## src/rtl/timer_regs.sv

```systemverilog
`default_nettype none
// timer_regs (rev 1.0): Timer register bank, prescaled 64-bit up-counter, 64-bit compare, sticky interrupt.
// Define TIMER_HALT_EN to add the THCSR debug-halt control; otherwise THCSR reads 0 and dbg_mode is ignored.
module timer_regs #(
  parameter int          ADDR_W  = 12,
  parameter logic [63:0] CNT_RST = 64'h0,
  parameter logic [63:0] CMP_RST = 64'hFFFF_FFFF_FFFF_FFFF
) (
  input  logic              sys_clk,
  input  logic              sys_rst,
  input  logic              wr_en,
  input  logic              rd_en,
  input  logic [ADDR_W-1:0] tim_paddr,
  input  logic [31:0]       tim_pwdata,
  input  logic [3:0]        tim_pstrb,
  input  logic              dbg_mode,
  output logic [31:0]       tim_prdata,
  output logic              reg_error_flag,
  output logic              tim_int
);

  localparam logic [ADDR_W-1:0] A_TCR   = ADDR_W'(32'h00);
  localparam logic [ADDR_W-1:0] A_TDR0  = ADDR_W'(32'h04);
  localparam logic [ADDR_W-1:0] A_TDR1  = ADDR_W'(32'h08);
  localparam logic [ADDR_W-1:0] A_TCMP0 = ADDR_W'(32'h0C);
  localparam logic [ADDR_W-1:0] A_TCMP1 = ADDR_W'(32'h10);
  localparam logic [ADDR_W-1:0] A_TIER  = ADDR_W'(32'h14);
  localparam logic [ADDR_W-1:0] A_TISR  = ADDR_W'(32'h18);
  localparam logic [ADDR_W-1:0] A_THCSR = ADDR_W'(32'h1C);

  function automatic logic [31:0] merge_lanes(input logic [31:0] old_val,
                                              input logic [31:0] wdata,
                                              input logic [3:0]  strb);
    logic [31:0] res;
    res = old_val;
    for (int i = 0; i < 4; i++) begin
      if (strb[i]) res[i*8 +: 8] = wdata[i*8 +: 8];
    end
    return res;
  endfunction

  logic        timer_en;
  logic        div_en;
  logic [3:0]  div_val;
  logic [7:0]  div_cnt;
  logic [63:0] cnt;
  logic [63:0] cmp;
  logic        int_en;
  logic        int_st;
  logic        halted;
  logic [31:0] thcsr_word;

  logic we_tcr, we_tdr0, we_tdr1, we_tcmp0, we_tcmp1, we_tier, we_tisr;
  assign we_tcr   = wr_en && (tim_paddr == A_TCR);
  assign we_tdr0  = wr_en && (tim_paddr == A_TDR0);
  assign we_tdr1  = wr_en && (tim_paddr == A_TDR1);
  assign we_tcmp0 = wr_en && (tim_paddr == A_TCMP0);
  assign we_tcmp1 = wr_en && (tim_paddr == A_TCMP1);
  assign we_tier  = wr_en && (tim_paddr == A_TIER);
  assign we_tisr  = wr_en && (tim_paddr == A_TISR);

  // Candidate TCR contents after the byte-lane merge; only lanes 0 and 1 carry fields.
  logic       new_timer_en;
  logic       new_div_en;
  logic [3:0] new_div_val;
  logic       tcr_illegal;
  assign new_timer_en = tim_pstrb[0] ? tim_pwdata[0]    : timer_en;
  assign new_div_en   = tim_pstrb[0] ? tim_pwdata[1]    : div_en;
  assign new_div_val  = tim_pstrb[1] ? tim_pwdata[11:8] : div_val;
  assign tcr_illegal  = (new_div_val > 4'd8) ||
                        (((new_div_en != div_en) || (new_div_val != div_val)) &&
                         (timer_en || new_timer_en));

  assign reg_error_flag = we_tcr && tcr_illegal;

  always_ff @(posedge sys_clk) begin
    if (sys_rst) begin
      timer_en <= 1'b0;
      div_en   <= 1'b0;
      div_val  <= 4'd1;
    end else if (we_tcr && !tcr_illegal) begin
      timer_en <= new_timer_en;
      div_en   <= new_div_en;
      div_val  <= new_div_val;
    end
  end

`ifdef TIMER_HALT_EN
  logic halt_req;
  logic halt_ack;
  assign halt_ack   = halt_req & dbg_mode;
  assign halted     = halt_ack;
  assign thcsr_word = {30'b0, halt_ack, halt_req};

  always_ff @(posedge sys_clk) begin
    if (sys_rst) begin
      halt_req <= 1'b0;
    end else if (wr_en && (tim_paddr == A_THCSR) && tim_pstrb[0]) begin
      halt_req <= tim_pwdata[0];
    end
  end
`else
  logic unused_dbg;
  assign unused_dbg = dbg_mode;
  assign halted     = 1'b0;
  assign thcsr_word = 32'h0;
`endif

  // Terminal count is 2^div_val - 1; div_val never exceeds 8, so it fits the 8-bit prescaler.
  logic [8:0] div_limit;
  logic       tick;
  assign div_limit = (9'd1 << div_val) - 9'd1;
  assign tick      = div_en ? ({1'b0, div_cnt} == div_limit) : 1'b1;

  always_ff @(posedge sys_clk) begin
    if (sys_rst || !timer_en || !div_en) begin
      div_cnt <= 8'd0;
    end else if (!halted) begin
      div_cnt <= tick ? 8'd0 : div_cnt + 8'd1;
    end
  end

  always_ff @(posedge sys_clk) begin
    if (sys_rst) begin
      cnt <= CNT_RST;
    end else if (we_tdr0) begin
      cnt[31:0] <= merge_lanes(cnt[31:0], tim_pwdata, tim_pstrb);
    end else if (we_tdr1) begin
      cnt[63:32] <= merge_lanes(cnt[63:32], tim_pwdata, tim_pstrb);
    end else if (timer_en && tick && !halted) begin
      cnt <= cnt + 64'd1;
    end
  end

  always_ff @(posedge sys_clk) begin
    if (sys_rst) begin
      cmp <= CMP_RST;
    end else if (we_tcmp0) begin
      cmp[31:0] <= merge_lanes(cmp[31:0], tim_pwdata, tim_pstrb);
    end else if (we_tcmp1) begin
      cmp[63:32] <= merge_lanes(cmp[63:32], tim_pwdata, tim_pstrb);
    end
  end

  // A compare hit on the same edge as a software clear keeps the flag set.
  always_ff @(posedge sys_clk) begin
    if (sys_rst) begin
      int_st <= 1'b0;
      int_en <= 1'b0;
    end else begin
      if (cnt == cmp) begin
        int_st <= 1'b1;
      end else if (we_tisr && tim_pstrb[0] && tim_pwdata[0]) begin
        int_st <= 1'b0;
      end
      if (we_tier && tim_pstrb[0]) begin
        int_en <= tim_pwdata[0];
      end
    end
  end

  assign tim_int = int_st & int_en;

  logic [31:0] rd_mux;
  always_comb begin
    rd_mux = 32'h0;
    case (tim_paddr)
      A_TCR:   rd_mux = {20'b0, div_val, 6'b0, div_en, timer_en};
      A_TDR0:  rd_mux = cnt[31:0];
      A_TDR1:  rd_mux = cnt[63:32];
      A_TCMP0: rd_mux = cmp[31:0];
      A_TCMP1: rd_mux = cmp[63:32];
      A_TIER:  rd_mux = {31'b0, int_en};
      A_TISR:  rd_mux = {31'b0, int_st};
      A_THCSR: rd_mux = thcsr_word;
      default: rd_mux = 32'h0;
    endcase
  end

  assign tim_prdata = rd_en ? rd_mux : 32'h0;

endmodule
`default_nettype wire

```

## config.mk

```make
export PLATFORM = sky130hd
export DESIGN_NAME = timer_regs
export DESIGN_NICKNAME = d
export VERILOG_FILES = /design/src/rtl/timer_regs.sv
export SDC_FILE = /design/constraint.sdc
export NUM_CORES = 1
export LEC_CHECK = 0
export CAP_MARGIN = 15
export CORE_ASPECT_RATIO = 1.2
export CORE_MARGIN = 8
export CORE_UTILIZATION = 53
export DETAILED_ROUTE_END_ITERATION = 12
export PLACE_DENSITY = 0.78
export SLEW_MARGIN = 30
export SYNTH_ARGS = -nofsm -noshare
export SYNTH_HDL_FRONTEND = slang
export SYNTH_SLANG_ARGS = --single-unit
```

## constraint.sdc

```tcl
create_clock -name sys_clk -period 3.4 [get_ports sys_clk]
set_input_delay 0.68 -clock sys_clk [delete_from_list [all_inputs] [get_ports sys_clk]]
set_output_delay 0.68 -clock sys_clk [all_outputs]
set_load 0.01 [all_outputs]
```

### Word level (Yosys, flattened, before mapping)

Cells that the tools add are included.

* input port bits: 53
* logic and storage cells: 108
* bits in registers: 144
* output and inout bits: 34

* order comparisons: 1
* shift-type cells: 1
* bitwise gates (word level): 3
* muxes and demuxes: 16
* reduce and logical (&&, ||, !) cells: 43
* add/sub/neg operators: 3
* eq/ne operators: 19

Operators by type and width (count)
* $pmux W32 S7: 1
* $mux W32: 4
* $add A64 B1 Y64 const B: 1
* $eq A64 B64 Y1: 1
* $mux W64: 1
* $eq A12 B5 Y1 const B: 3
* $reduce_and A3 Y1: 12
* $mux W8: 4
* $eq A12 B4 Y1 const B: 2
* $ne A2 B2 Y1 const B: 9
* $logic_and A1 B1 Y1: 14
* $eq A12 B3 Y1 const B: 1
* $logic_not A12 Y1: 1
* $eq A8 B9 Y1: 1
* $shl A1 B4 Y9 const A: 1
* $sub A9 B1 Y9 const B: 1
* $add A8 B1 Y8 const B: 1
* $reduce_and A2 Y1: 4
* $reduce_bool A2 Y1: 3
* $logic_or A1 B1 Y1: 5
* $mux W1: 5
* $gt A4 B4 Y1 const B: 1
* $mux W4: 1
* $ne A4 B4 Y1: 1
* other kinds (5): 8

### Longest topological paths before layout

* word-level depth: 8
* mapped depth: 15
* depth with buffers taken out: 10

### Worst setup path after synthesis

OpenSTA, ideal clock, no wires.

* path kind: input to output
* start: input port tim_paddr[9]
* end: output port tim_prdata[11]
* path slack: -0.184 ns
* required time: 2.720 ns
* arrival: 2.904 ns
* stages on the path: 8
* buffers on the path: 2
* cell sequence: or4_1 > clkbuf_1 > nor2_1 > nand2_1 > nor4b_1 > clkbuf_1 > a22oi_1 > a31oi_1

* word-level cells in the longest chain between the ends: 3
* elaborated cells on any way between the ends: 9
* those cells by class: eq/ne: 6; mux: 2; reduce/logical: 1

RTL lines
* start, declared: RTL line 13 `input logic [ADDR_W-1:0] tim_paddr,`
* $eq A12 B5 Y1 (tied with other cells): RTL line 167 `case (tim_paddr)`
* $pmux W32 S7 (*): RTL line 167
* $mux W32 (*): RTL line 180 `assign tim_prdata = rd_en ? rd_mux : 32'h0;`
* end, declared: RTL line 17 `output logic [31:0] tim_prdata,`

Every way passes the cells marked *; elsewhere a longest branch is shown, timed or not.

### Worst setup path in the final report

* start: input port tim_paddr[10]
* end: output port tim_prdata[25]

The elaborated chain is that of the path after synthesis.

==> results.md <==
* CTS buffer count at 17
* Syn_nets at 1227
* I/O Pins at 87
* Max Slew Vio Count at 0
* Int Power at 3.11 mW
* P_leak at 3.86 nW
* Row count at 53
* CP endpoint kind: primary output
* Post-DP Area at 10900 um2
* GRT Total Usage at 32.7%
* Cell accounting for the most synthesized area: dfxtp_1
* Most common library cells after synthesis: dfxtp_1 (144), clkbuf_1 (94), nand2_1 (94)
* Clock Tree Buf Depth at 2
* Slew @ Worst Pin at 0.805 ns
* Net Sw Frac at 22.9%
* Mapped Area at 9230 um2
* Layout cells sized above 1 at 17.5%
* Clock group share of total power at 53.2%
* Reg-to-Reg Start: div_val[3]
* Top_reg_cell synth: dfxtp_1
* Avg Vias per Cell at 6.86
* Die Ht at 161 um
* Pwr/cell area at 343 nW/um2
* Flop pwr share at 41.9%
* Root Driver: clkbuf_16
* #FFs+latches synth at 144
* CTS tree: built
* Total wire length at 36000 um
* Vias in the first global route at 10200
* Min-delay worst type: reg2reg
* Final ANT Viol Nets at 0
* Maximum clock rate at 300 MHz
* Worst hold start: int_st
* Endpoints failing setup at 0
* Psw at 0.921 mW
* Input/output buffers at 85
* Remaining Overflow, GRT at 0
* Initial core utilization at 53.3%
* DRT iter0 DRCs at 1354
* Per-cell routed wire length at 23.7 um
* Area share of the largest cell type after synthesis at 31.2%
* CTS clock-pin slew for the worst setup and hold paths at 0.06 ns
* Largest net degree at the start of global routing at 60
* Critical path required time at 2.72 ns
* Hold Slack at 0.519 ns
* Final min period at 3.33 ns
* Gpl congestion at 0.991
* Vias after detailed routing at 10400
* Syn Inst Count at 1171
* Slew HR at 45.9%
* Core area at 17300 um2
* FFs w/ async S/R, synth at 0%
* Count leader, synth: dfxtp_1
* Clk_lat worst skew at 0.44 ns
* Design Area, Final at 11800 um2
* DRT Pass-1 Iters at 10
* Die area at 21900 um2
* Post-synth cell types at 63
* Result of the run: completed
* First-pass GRT wire length at 56200 um
* Maxcap violations at 0
* Synth Warn # at 0
* Peak supply drop at 0.338 mV
* H-tree levels at 4
* DP HPWL at 25100 um
* Post-synth EDFFs at 0
* Drc violations at 0
* Final Core Density at 67.9%
* Die width at 136 um
* Gate power share at 4.9%
* Startpoint Class: input pin
* Area grow syn2layout at 27.3%
* N_diodes at 0
* Top cells by area, synth: dfxtp_1 (31%), xnor2_1 (6.5%), a211o_1 (6.2%)
* Share of the yosys chip area belonging to registers at 31.2%
* Worst-path fanout max at 12
* Initial antenna violation count at 0
* Final period util at 98.1%
* Setup CP Type: in2out
* Critical path arrival at 2.65 ns
* Fin Clk Skew at 0.00732 ns
* Hold Violations, Final at 0
* Tot Pwr at 4.03 mW
* Post-layout nets at 1346
* # clock sinks at 144
* Crit path launch: tim_paddr[10]
* Avg Inst Size Synth at 7.88 um2
* Filler cells at 1407
-- layer usage --
metal / part of all wire [%] / up-vias / GRT usage [%]
met4: 9.0 / 0 / 26.1
met2: 44 / 702 / 50.0
met1: 36 / 4888 / 36.5
li1: - / 4624 / -
met5: 0 / - / 0
met3: 11 / 227 / 10.3
-- final timing paths --
kind	endpoint	slack (ns)	cells after the start
hold / removal	int_st	0.52	2
setup / recovery	tim_prdata[25]	0.07	9
hold reg to reg	int_st	0.52	2
setup reg to reg	cnt[32]	0.18	9
-- cells by family (layout without fill, tap and decap cells) --
family / Yosys count / after routing / synth area share [%]
AO/OA/AOI/OAI: 328 / 328 / 26.3
XOR/XNOR: 83 / 83 / 7.87
adder cells (fa/ha/maj): 3 / 3 / 0.407
buffers and inverters: 115 / 247 / 5.00
flip-flops: 144 / 144 / 31.2
multiplexers: 13 / 13 / 1.44
AND/OR/NAND/NOR: 485 / 485 / 27.7
-- sequential cells by signal, summed over array words and instances (netlist names) --
register and count:
cmp 64, cnt 64, div_cnt 8, div_val 4
div_en 1, int_en 1, int_st 1, timer_en 1
-- area by class of cell --
class / count / area, um2 / share of cell area [%]
clock buffers: 18 / 439 / 3.74
well taps: 220 / 275 / 2.34
repair buffers: 206 / 1850 / 15.7
inverters: 9 / 33.8 / 0.287
multi-input cells: 912 / 6050 / 51.5
flip-flops and latches: 144 / 2880 / 24.5
clock inverters: 14 / 226 / 1.93
-- power groups by stage --
| stage | Sequential [mW] | Combinational (mW) | Clock [mW] |
|---|---|---|---|
| CTS | 1.69 | 0.193 | 2.15 |
| global placement | 1.72 | 0.190 | 0 |
| finish | 1.69 | 0.198 | 2.14 |
| global route | 1.69 | 0.207 | 2.22 |
| detailed placement | 1.72 | 0.191 | 0 |
| floorplan | 1.72 | 0.0635 | 0 |
-- what timing repair did --
action | CTS | global route
pin swaps | 20 | 10
cloned | 2 | 0
hold buffers | 0 | 0
gates resized for setup | 156 | 20
buffers inserted | 15 | 3
setup endpoints to repair | 33 | 47
-- placed cells by master, fill, tap and decap left out, types with 40 or more instances in the layout --
| cell | n |
|---|---|
| a211o_1 | 65 |
| buf_4 | 100 |
| nor2b_1 | 67 |
| clkdlybuf4s50_1 | 40 |
| a21oi_1 | 54 |
| dfxtp_1 | 144 |
| nand4_1 | 40 |
| nor2_1 | 81 |
| nand3_1 | 66 |
| nand2_1 | 93 |
| xnor2_1 | 69 |
-- worst max-delay path, stage by stage --
cell             delay [ns]
buf_2                  0.10
or4_4                  0.56
or2_4                  0.31
nor3_4                 0.22
buf_6                  0.14
buf_8                  0.14
a222oi_1               0.11
a21oi_1                0.17
clkdlybuf4s15_2        0.24
-- stage by stage --
| step | worst slack (ns) | instances | setup TNS, ns |
|---|---|---|---|
| CTS | 0.00489 | 1523 | 0 |
| detailed placement | -0.710 | 1475 | -24.69 |
| finish | 0.0662 | 1523 | 0 |
| floorplan | 0.0103 | 1171 | 0 |
| global placement | -0.672 | 1475 | -23.11 |
| global route | -0.0224 | 1523 | -0.0419 |
Note: power is estimated with default switching activity, not from simulation.
